--- config.mk ---
export PLATFORM = sky130hd
export DESIGN_NAME = axis_packet_merger
export DESIGN_NICKNAME = d
export VERILOG_FILES = /design/src/rtl/axis_packet_merger.sv
export SDC_FILE = /design/constraint.sdc
export NUM_CORES = 1
export LEC_CHECK = 0
export ABC_CLOCK_PERIOD_IN_PS = 4400
export CAP_MARGIN = 20
export CORE_MARGIN = 1
export CORE_UTILIZATION = 41
export CTS_CLUSTER_DIAMETER = 80
export DETAILED_ROUTE_END_ITERATION = 7
export GPL_TIMING_DRIVEN = 0
export PLACE_DENSITY_LB_ADDON = 0.25
export REMOVE_ABC_BUFFERS = 1
export SLEW_MARGIN = 20
export SYNTH_ARGS = -nofsm -noshare
export SYNTH_HDL_FRONTEND = slang
export SYNTH_SLANG_ARGS = --single-unit
--- constraint.sdc ---
create_clock -name clk -period 4.4 [get_ports clk]
set_input_delay 1.1 -clock clk [delete_from_list [all_inputs] [get_ports clk]]
set_output_delay 1.1 -clock clk [all_outputs]
set_load 0.05 [all_outputs]
--- src/rtl/axis_packet_merger.sv ---
// axis_packet_merger: re-emits pckt_count back-to-back AXI-Stream packets as one merged packet.
// Define AXIS_MERGER_LEN_CHECK_EN to add the pckt_len port and per-packet length checking.
module axis_packet_merger #(
  parameter int DATA_WIDTH  = 16,
  parameter bit KEEP_ENABLE = (DATA_WIDTH > 8),
  parameter int KEEP_WIDTH  = KEEP_ENABLE ? (DATA_WIDTH + 7) / 8 : 1,
  parameter bit ID_ENABLE   = 0,
  parameter int ID_WIDTH    = ID_ENABLE ? 8 : 1,
  parameter bit DEST_ENABLE = 0,
  parameter int DEST_WIDTH  = DEST_ENABLE ? 8 : 1,
  parameter bit USER_ENABLE = 0,
  parameter int USER_WIDTH  = USER_ENABLE ? 8 : 1,
  parameter int PCKT_WIDTH  = 32,
  parameter bit ALLOW_LOCKS = 1
) (
  input  logic                  clk,
  input  logic                  rst,
  input  logic                  operation_start,
  input  logic [PCKT_WIDTH-1:0] pckt_count,
`ifdef AXIS_MERGER_LEN_CHECK_EN
  input  logic [PCKT_WIDTH-1:0] pckt_len,
`endif
  input  logic                  lock,
  input  logic                  external_error,
  output logic                  operation_busy,
  output logic                  operation_complete,
  output logic                  operation_error,
  output logic                  transmission,
  input  logic [DATA_WIDTH-1:0] s_axis_tdata,
  input  logic [KEEP_WIDTH-1:0] s_axis_tkeep,
  input  logic                  s_axis_tvalid,
  output logic                  s_axis_tready,
  input  logic                  s_axis_tlast,
  input  logic [ID_WIDTH-1:0]   s_axis_tid,
  input  logic [DEST_WIDTH-1:0] s_axis_tdest,
  input  logic [USER_WIDTH-1:0] s_axis_tuser,
  output logic [DATA_WIDTH-1:0] m_axis_tdata,
  output logic [KEEP_WIDTH-1:0] m_axis_tkeep,
  output logic                  m_axis_tvalid,
  input  logic                  m_axis_tready,
  output logic                  m_axis_tlast,
  output logic [ID_WIDTH-1:0]   m_axis_tid,
  output logic [DEST_WIDTH-1:0] m_axis_tdest,
  output logic [USER_WIDTH-1:0] m_axis_tuser
);

  localparam int PW = DATA_WIDTH + KEEP_WIDTH + ID_WIDTH + DEST_WIDTH + USER_WIDTH + 1;

  typedef enum logic [1:0] {ST_IDLE, ST_OPE, ST_END, ST_ERR} state_t;

  state_t                state_q, state_d;
  logic [PCKT_WIDTH-1:0] target_q, cnt_q, target_m1;
  logic                  lock_active, s_hs, start_ope, len_err, out_last;
  logic                  out_valid_q, skid_valid_q;
  logic [PW-1:0]         in_pl, out_pl_q, skid_pl_q;

  assign lock_active   = ALLOW_LOCKS && lock;
  assign s_axis_tready = operation_busy && !skid_valid_q && !lock_active;
  assign s_hs          = s_axis_tvalid && s_axis_tready;
  assign target_m1     = target_q - PCKT_WIDTH'(1);
  assign out_last      = s_axis_tlast && (cnt_q == target_m1);
  assign start_ope     = (state_d == ST_OPE) && (state_q != ST_OPE);

  // Disabled sideband fields are tied off at the input so the buffer carries constants.
  assign in_pl = {s_axis_tdata,
                  KEEP_ENABLE ? s_axis_tkeep : {KEEP_WIDTH{1'b1}},
                  ID_ENABLE   ? s_axis_tid   : {ID_WIDTH{1'b0}},
                  DEST_ENABLE ? s_axis_tdest : {DEST_WIDTH{1'b0}},
                  USER_ENABLE ? s_axis_tuser : {USER_WIDTH{1'b0}},
                  out_last};
  assign {m_axis_tdata, m_axis_tkeep, m_axis_tid, m_axis_tdest, m_axis_tuser, m_axis_tlast} = out_pl_q;
  assign m_axis_tvalid = out_valid_q;

`ifdef AXIS_MERGER_LEN_CHECK_EN
  logic [PCKT_WIDTH-1:0] len_m1_q, beat_cnt_q;

  // A beat is in error when its tlast disagrees with being at index pckt_len-1.
  assign len_err = s_hs && (s_axis_tlast != (beat_cnt_q == len_m1_q));

  always_ff @(posedge clk) begin
    if (!rst) begin
      len_m1_q   <= '0;
      beat_cnt_q <= '0;
    end else if (start_ope) begin
      len_m1_q   <= pckt_len - PCKT_WIDTH'(1);
      beat_cnt_q <= '0;
    end else if (s_hs) begin
      beat_cnt_q <= s_axis_tlast ? '0 : beat_cnt_q + PCKT_WIDTH'(1);
    end
  end
`else
  assign len_err = 1'b0;
`endif

  // NOTE: every signal driven here gets a default first, so no latch is inferred.
  always_comb begin
    state_d = state_q;
    if (external_error) begin
      state_d = ST_ERR;
    end else if (!lock_active) begin
      unique case (state_q)
        ST_IDLE, ST_END: begin
          if (operation_start)    state_d = (pckt_count != '0) ? ST_OPE : ST_ERR;
          else                    state_d = ST_IDLE;
        end
        ST_OPE: begin
          if (len_err)            state_d = ST_ERR;
          else if (s_hs && out_last) state_d = ST_END;
        end
        ST_ERR:                   state_d = ST_IDLE;
        default:                  state_d = ST_IDLE;
      endcase
    end
  end

  // NOTE: sequential state uses non-blocking assignments so all registers update together.
  always_ff @(posedge clk) begin
    if (!rst) begin
      state_q            <= ST_IDLE;
      target_q           <= '0;
      cnt_q              <= '0;
      operation_busy     <= 1'b0;
      operation_complete <= 1'b0;
      operation_error    <= 1'b0;
      transmission       <= 1'b0;
    end else begin
      state_q            <= state_d;
      operation_busy     <= (state_d == ST_OPE);
      operation_complete <= (state_d == ST_END) && (state_q != ST_END);
      operation_error    <= (state_d == ST_ERR);
      transmission       <= out_valid_q && m_axis_tready;
      if (start_ope) begin
        target_q <= pckt_count;
        cnt_q    <= '0;
      end else if (s_hs && s_axis_tlast) begin
        cnt_q    <= cnt_q + PCKT_WIDTH'(1);
      end
    end
  end

  // Skid buffer occupancy: the output register refills from the skid slot first.
  always_ff @(posedge clk) begin
    if (!rst) begin
      out_valid_q  <= 1'b0;
      skid_valid_q <= 1'b0;
    end else if (m_axis_tready || !out_valid_q) begin
      if (skid_valid_q) begin
        out_valid_q  <= 1'b1;
        skid_valid_q <= 1'b0;
      end else begin
        out_valid_q  <= s_hs;
      end
    end else if (s_hs) begin
      skid_valid_q <= 1'b1;
    end
  end

  // NOTE: payload registers carry no reset; the valid flags alone qualify their contents.
  always_ff @(posedge clk) begin
    if (m_axis_tready || !out_valid_q) begin
      if (skid_valid_q) out_pl_q <= skid_pl_q;
      else if (s_hs)    out_pl_q <= in_pl;
    end else if (s_hs) begin
      skid_pl_q <= in_pl;
    end
  end

endmodule

==> results of run 1 <==
==> sequential cells by signal (all words and copies together) (netlist names) <==
signal and cells:
m_axis_tvalid 1, skid_pl_q 19, operation_error 1, out_pl_q 19, cnt_q 32, state_q 2, operation_complete 1, operation_busy 1
target_q 32, transmission 1, skid_valid_q 1
==> final timing paths <==
kind                               startpoint            endpoint  cells after the start
worst max register to register    target_q[2]  operation_complete                      8
worst max-delay path                     lock       s_axis_tready                      4
worst min-delay path            m_axis_tvalid        transmission                      1
worst min register to register  m_axis_tvalid        transmission                      1
==> stage by stage <==
stage,worst slack [ns],power [mW],setup TNS (ns),util
finish,0.1729,2.208,0,0.5217
global route,0.1060,2.300,0,0.5217
CTS,0.1776,2.226,0,0.5217
detailed placement,0.09103,1.447,0,0.5004
global placement,-0.9270,1.434,-29.42,0.4918
floorplan,0.4030,1.319,0,-
==> per-layer routing <==
metal  vias to the layer above  GRT usage  part of all wire
met2                        90     0.3001              0.47
met5                         -          0                 0
li1                       2134          -                 -
met4                         0    0.06016             0.014
met3                        14    0.03879             0.054
met1                      2056     0.2391              0.47
==> layout by cell type, fill, tap and decap left out, drive strengths merged, types with 4 or more instances in the layout <==
master	instances
clkdlybuf4s50	81
dfxtp	72
nor2	55
nor2b	39
edfxtp	38
xnor2	37
xor2	36
mux2i	33
nand2	20
mux2	19
nand3	18
nor4	18
inv	15
nand4	14
nor3	13
o21ai	11
clkbuf	10
a21oi	9
and4	7
nand2b	6
buf	6
and2	5
or4	5
or3	4
and3	4
or2	4
nor4b	4
a31oi	4
==> cells by family (layout without fill, tap and decap cells) <==
logic type,Yosys count,after routing,share of synthesized area
other,1,3,0.0006648
buffers and inverters,36,113,0.02884
flip-flops,110,110,0.4579
AO/OA/AOI/OAI,51,51,0.06611
AND/OR/NAND/NOR,227,227,0.2323
XOR/XNOR,73,73,0.1134
multiplexers,52,52,0.09650
adder cells (fa/ha/maj),2,2,0.004436
==> critical path, delay by kind of cell <==
| kind | cells | cell delay, ns |
|---|---|---|
| buf+inv | 3 | 1.46 |
| simple gates | 1 | 0.56 |
==> power groups by stage <==
stage                     registers [mW]  clock network (mW)  logic [mW]
final                               1.09               0.782       0.341
after global placement              1.11                   0       0.326
after global routing                1.09               0.843       0.369
after CTS                           1.08               0.799       0.341
after floorplan                     1.12                   0       0.202
after detailed placement            1.11                   0       0.339
==> layout make-up <==
type | count | area, µm²
inverter | 10 | 37.54
multi-input combinational | 408 | 2927
fill | 1210 | 6385
tap | 176 | 220.2
clock inverter | 6 | 55.05
clock buffer | 10 | 229.0
sequential | 110 | 2582
timing repair buffer | 87 | 912.1
==> metrics.txt, run 1 <==
drt via density 5.321; synth warn 0; leakage 2.390 nW; post-placement cell count 791; DRC 0; first-pass GRT wire length 20530 µm; CP dominant cell by count clkdlybuf4s50_1; core area 13350 µm²; Post-synth EDFFs 38; Fmax 236.6 MHz; first drt pass iteration count 4; fin cells 807; RSZ-0062 raised after global routing false; most numerous cell in the Yosys netlist dfxtp_1; crit-path max FO 6; Clock Power Share 0.354; nets@finish 689; Slowest-stage cell, CP clkdlybuf4s50_1; Mapped Cells 552; startpoint types input port; Site Rows 42; status finished, final reports clean; Net Sw Frac 0.2618; proportion of layout cells with a drive suffix above 1 0.09509; Post-Route WL 12610 µm; GPL Wtd Cong 0.8340; sequential share of power 0.491; mapped cell area 5640 µm²; Num CTS Buffers 9; register-to-register setup slack 0.59 ns; sequential share of the synthesized area 0.4579; Logic pwr share 0.154; # port buffers 82; max cap viols 0; VDD IR max 0.1688 mV; Pint 1.630 mW; worst hold path type reg -> reg; initial antenna violation count 0; DR iter-0 viols 275; H-tree levels 3; vias 4294; num ports 89; FFs w/ async S/R, synth 0; endpoint class of the critical path output port; dpl cell area 6679 µm²; root buffer cell clkbuf_16; Arr. time, crit path 3.13 ns; synth top area cells dfxtp_1, edfxtp_1, mux2i_1, xnor2_1, xor2_1; final setup violation count 0; Yosys top cell by area dfxtp_1; Main synth FF type dfxtp_1; Worst-path clk slew 0.08 ns; final instance area 6963 µm²; Yosys cell types 66; vias in the first global route 4128; Post-synth top cells dfxtp_1, nor2_1, nor2b_1; Setup Skew 0.01241 ns; Tot GR Track Use 0.1829; CTS tree done; CP cell instances clkdlybuf4s50_1 > or3b_2 > inv_1 > clkdlybuf4s50_1; # Post-CTS Setup Buffers 0; Net Sw Power 0.5782 mW; Syn Area/Cell 10.22 µm²; DR WL/cell 15.62 µm; hold buffer count at CTS 0; number of diodes 0; Layout area overhead 23.45%; Clock Tree Buf Depth 2; Final period util 0.9607; post-synthesis register bit count 110; pin count of the biggest net entering global routing 42; post_cts resized 0; Overflow after GRT 0; critical path class in -> out; slowest stage delay, CP 0.81 ns; antenna viol nets, final 0; Chip Width 119.3 µm; die area 14230 µm²; DIE HEIGHT 119.3 µm; fin crit period 4.227 ns; final count of hold timing violations 0; Fin Hold WS 0.5016 ns; Max Slew Vio Count 0; CTS sink cnt 110; Slew Limit Headroom 0.2105; top cell type's share of synthesized area 0.2555; Worst Max-Slew Pin Slew 1.175 ns; Power Density 317.1 nW/µm²; DPL Wire Length 9588 µm; Clock Latency Late Sink 0.36 ns; WP data required 3.30 ns; Initial Util 0.4226
Power figures use the tool's default switching activity.
==> run 2: changes to the inputs <==
--- a/config.mk
+++ b/config.mk
@@ -10,6 +10,7 @@
 export CORE_MARGIN = 1
 export CORE_UTILIZATION = 41
 export CTS_CLUSTER_DIAMETER = 80
+export CTS_CLUSTER_SIZE = 30
 export DETAILED_ROUTE_END_ITERATION = 7
 export GPL_TIMING_DRIVEN = 0
 export PLACE_DENSITY_LB_ADDON = 0.25
==> results of run 2 <==
Same layout as run 1: the final DEF is identical, and so are final timing and power.
==> run 3: changes to the inputs <==
--- a/config.mk
+++ b/config.mk
@@ -7,10 +7,9 @@
 export LEC_CHECK = 0
 export ABC_CLOCK_PERIOD_IN_PS = 4400
 export CAP_MARGIN = 20
-export CORE_MARGIN = 1
+export CORE_MARGIN = 3
 export CORE_UTILIZATION = 41
 export CTS_CLUSTER_DIAMETER = 80
-export CTS_CLUSTER_SIZE = 30
 export DETAILED_ROUTE_END_ITERATION = 7
 export GPL_TIMING_DRIVEN = 0
 export PLACE_DENSITY_LB_ADDON = 0.25
==> run 3 against run 2 <==
Net effect: wire length rose by 1.8%; via count barely moved; global-route usage fell by 0.86 points; sequential share of layout area barely moved; clock skew fell by 0.0020 ns; worst setup slack improved by 0.026 ns; critical path depth did not move; first-iteration DRC count fell by 17%; critical endpoint unchanged.
==> metrics.txt, run 3 (same netlist as run 1, synthesis figures left out) <==
die area 15200 µm²; VDD IR max 0.2152 mV; Slew Limit Headroom 0.3836; drt via density 5.318; DRC 0; antenna viol nets, final 0; status finished, final reports clean; Final WS setup 0.1989 ns; final count of hold timing violations 0; most common cell after layout, fill and taps aside clkdlybuf4s50_1; critical path class in -> out; Clock Latency Late Sink 0.37 ns; vias in the first global route 4081; startpoint types input port; Fin Hold WS 0.5024 ns; Overflow after GRT 0; Arr. time, crit path 3.10 ns; fin crit period 4.201 ns; Net Sw Frac 0.2653; Clock Power Share 0.358; DR iter-0 viols 229; post-placement cell count 791; root buffer cell clkbuf_16; WP data required 3.30 ns; worst hold path type reg -> reg; num ports 89; core area 13350 µm²; Fmax 238.0 MHz; Post-Route WL 12840 µm; Setup Skew 0.01039 ns; Num CTS Buffers 9; hold buffer count at CTS 0; fill count 1228; fin cells 807; vias 4292; Final period util 0.9548; CTS sink cnt 110; Max Slew Vio Count 0; Pint 1.632 mW; pin count of the biggest net entering global routing 42; most frequent cells in the layout clkdlybuf4s50_1, dfxtp_1, nor2_1, nor2b_1, edfxtp_1; Tot GR Track Use 0.1743; number of diodes 0; max cap viols 0; Worst-path clk slew 0.07 ns; Setup WS pre-CTS 0.04690 ns; # port buffers 82; Regs by FF count cnt_q (32), target_q (32); DR WL/cell 15.91 µm; nets@finish 689; Clock Tree Buf Depth 2; RSZ-0062 raised after global routing false; # Post-CTS Setup Buffers 0; first drt pass iteration count 4; first-pass GRT wire length 20400 µm; post_cts resized 0; GPL Wtd Cong 0.8411; Logic pwr share 0.153; Chip Width 123.3 µm; Site Rows 42; initial antenna violation count 0; Worst Max-Slew Pin Slew 0.9233 ns; Layout area overhead 23.51%; Power Density 318.8 nW/µm²; H-tree levels 3; crit-path max FO 6; DPL Wire Length 9736 µm; final setup violation count 0; Net Sw Power 0.5893 mW; Sum Neg Setup Slack 0 ns; Initial Util 0.4226; DIE HEIGHT 123.3 µm; endpoint class of the critical path output port; CTS tree done; leakage 2.392 nW; proportion of layout cells with a drive suffix above 1 0.09667; sequential share of power 0.489
[run 3: power by group through the flow]
| stage | registers, mW | logic (mW) | clock network, mW |
|---|---|---|---|
| detailed placement | 1.11 | 0.337 | 0 |
| floorplan | 1.12 | 0.202 | 0 |
| finish | 1.09 | 0.340 | 0.796 |
| global route | 1.09 | 0.371 | 0.863 |
| global placement | 1.11 | 0.327 | 0 |
| CTS | 1.09 | 0.340 | 0.819 |
[run 3: layout make-up]
cell class / count / area, µm² / area share
flip-flops and latches: 110 / 2582 / 0.3707
multi-input cells: 408 / 2932 / 0.4208
well taps: 176 / 220.2 / 0.03161
repair buffers: 87 / 908.4 / 0.1304
inverters: 10 / 37.54 / 0.005388
clock inverters: 6 / 57.56 / 0.008261
clock buffers: 10 / 229.0 / 0.03287
[run 3: path summary, 6_finish.rpt]
path,startpoint,end,slack [ns],depth (start not counted)
max,lock,s_axis_tready,0.20,4
min,m_axis_tvalid,transmission,0.50,1
max reg2reg,skid_valid_q,cnt_q[31],0.94,8
min reg2reg,m_axis_tvalid,transmission,0.50,1
[run 3: stage by stage]
| stage | utilization | cell area [µm²] | power [mW] |
|---|---|---|---|
| global route | 0.5219 | 6967 | 2.322 |
| detailed placement | 0.5001 | 6675 | 1.446 |
| CTS | 0.5216 | 6962 | 2.244 |
| floorplan | - | 5523 | 1.319 |
| finish | 0.5219 | 6967 | 2.221 |
| global placement | 0.4918 | 6564 | 1.435 |
[run 3: critical path, stage by stage]
cell,delay (ns)
clkdlybuf4s50_1,0.51
or3b_2,0.55
inv_1,0.12
clkdlybuf4s50_1,0.82
[run 3: per-layer routing]
layer  vias up  routed length [µm]  GRT usage
li1       2125                   -          -
met1      2037                5991     0.2356
met2       110                5843     0.2654
met3        20                 668    0.03339
met4         0                 336    0.08997
met5         -                   0          0
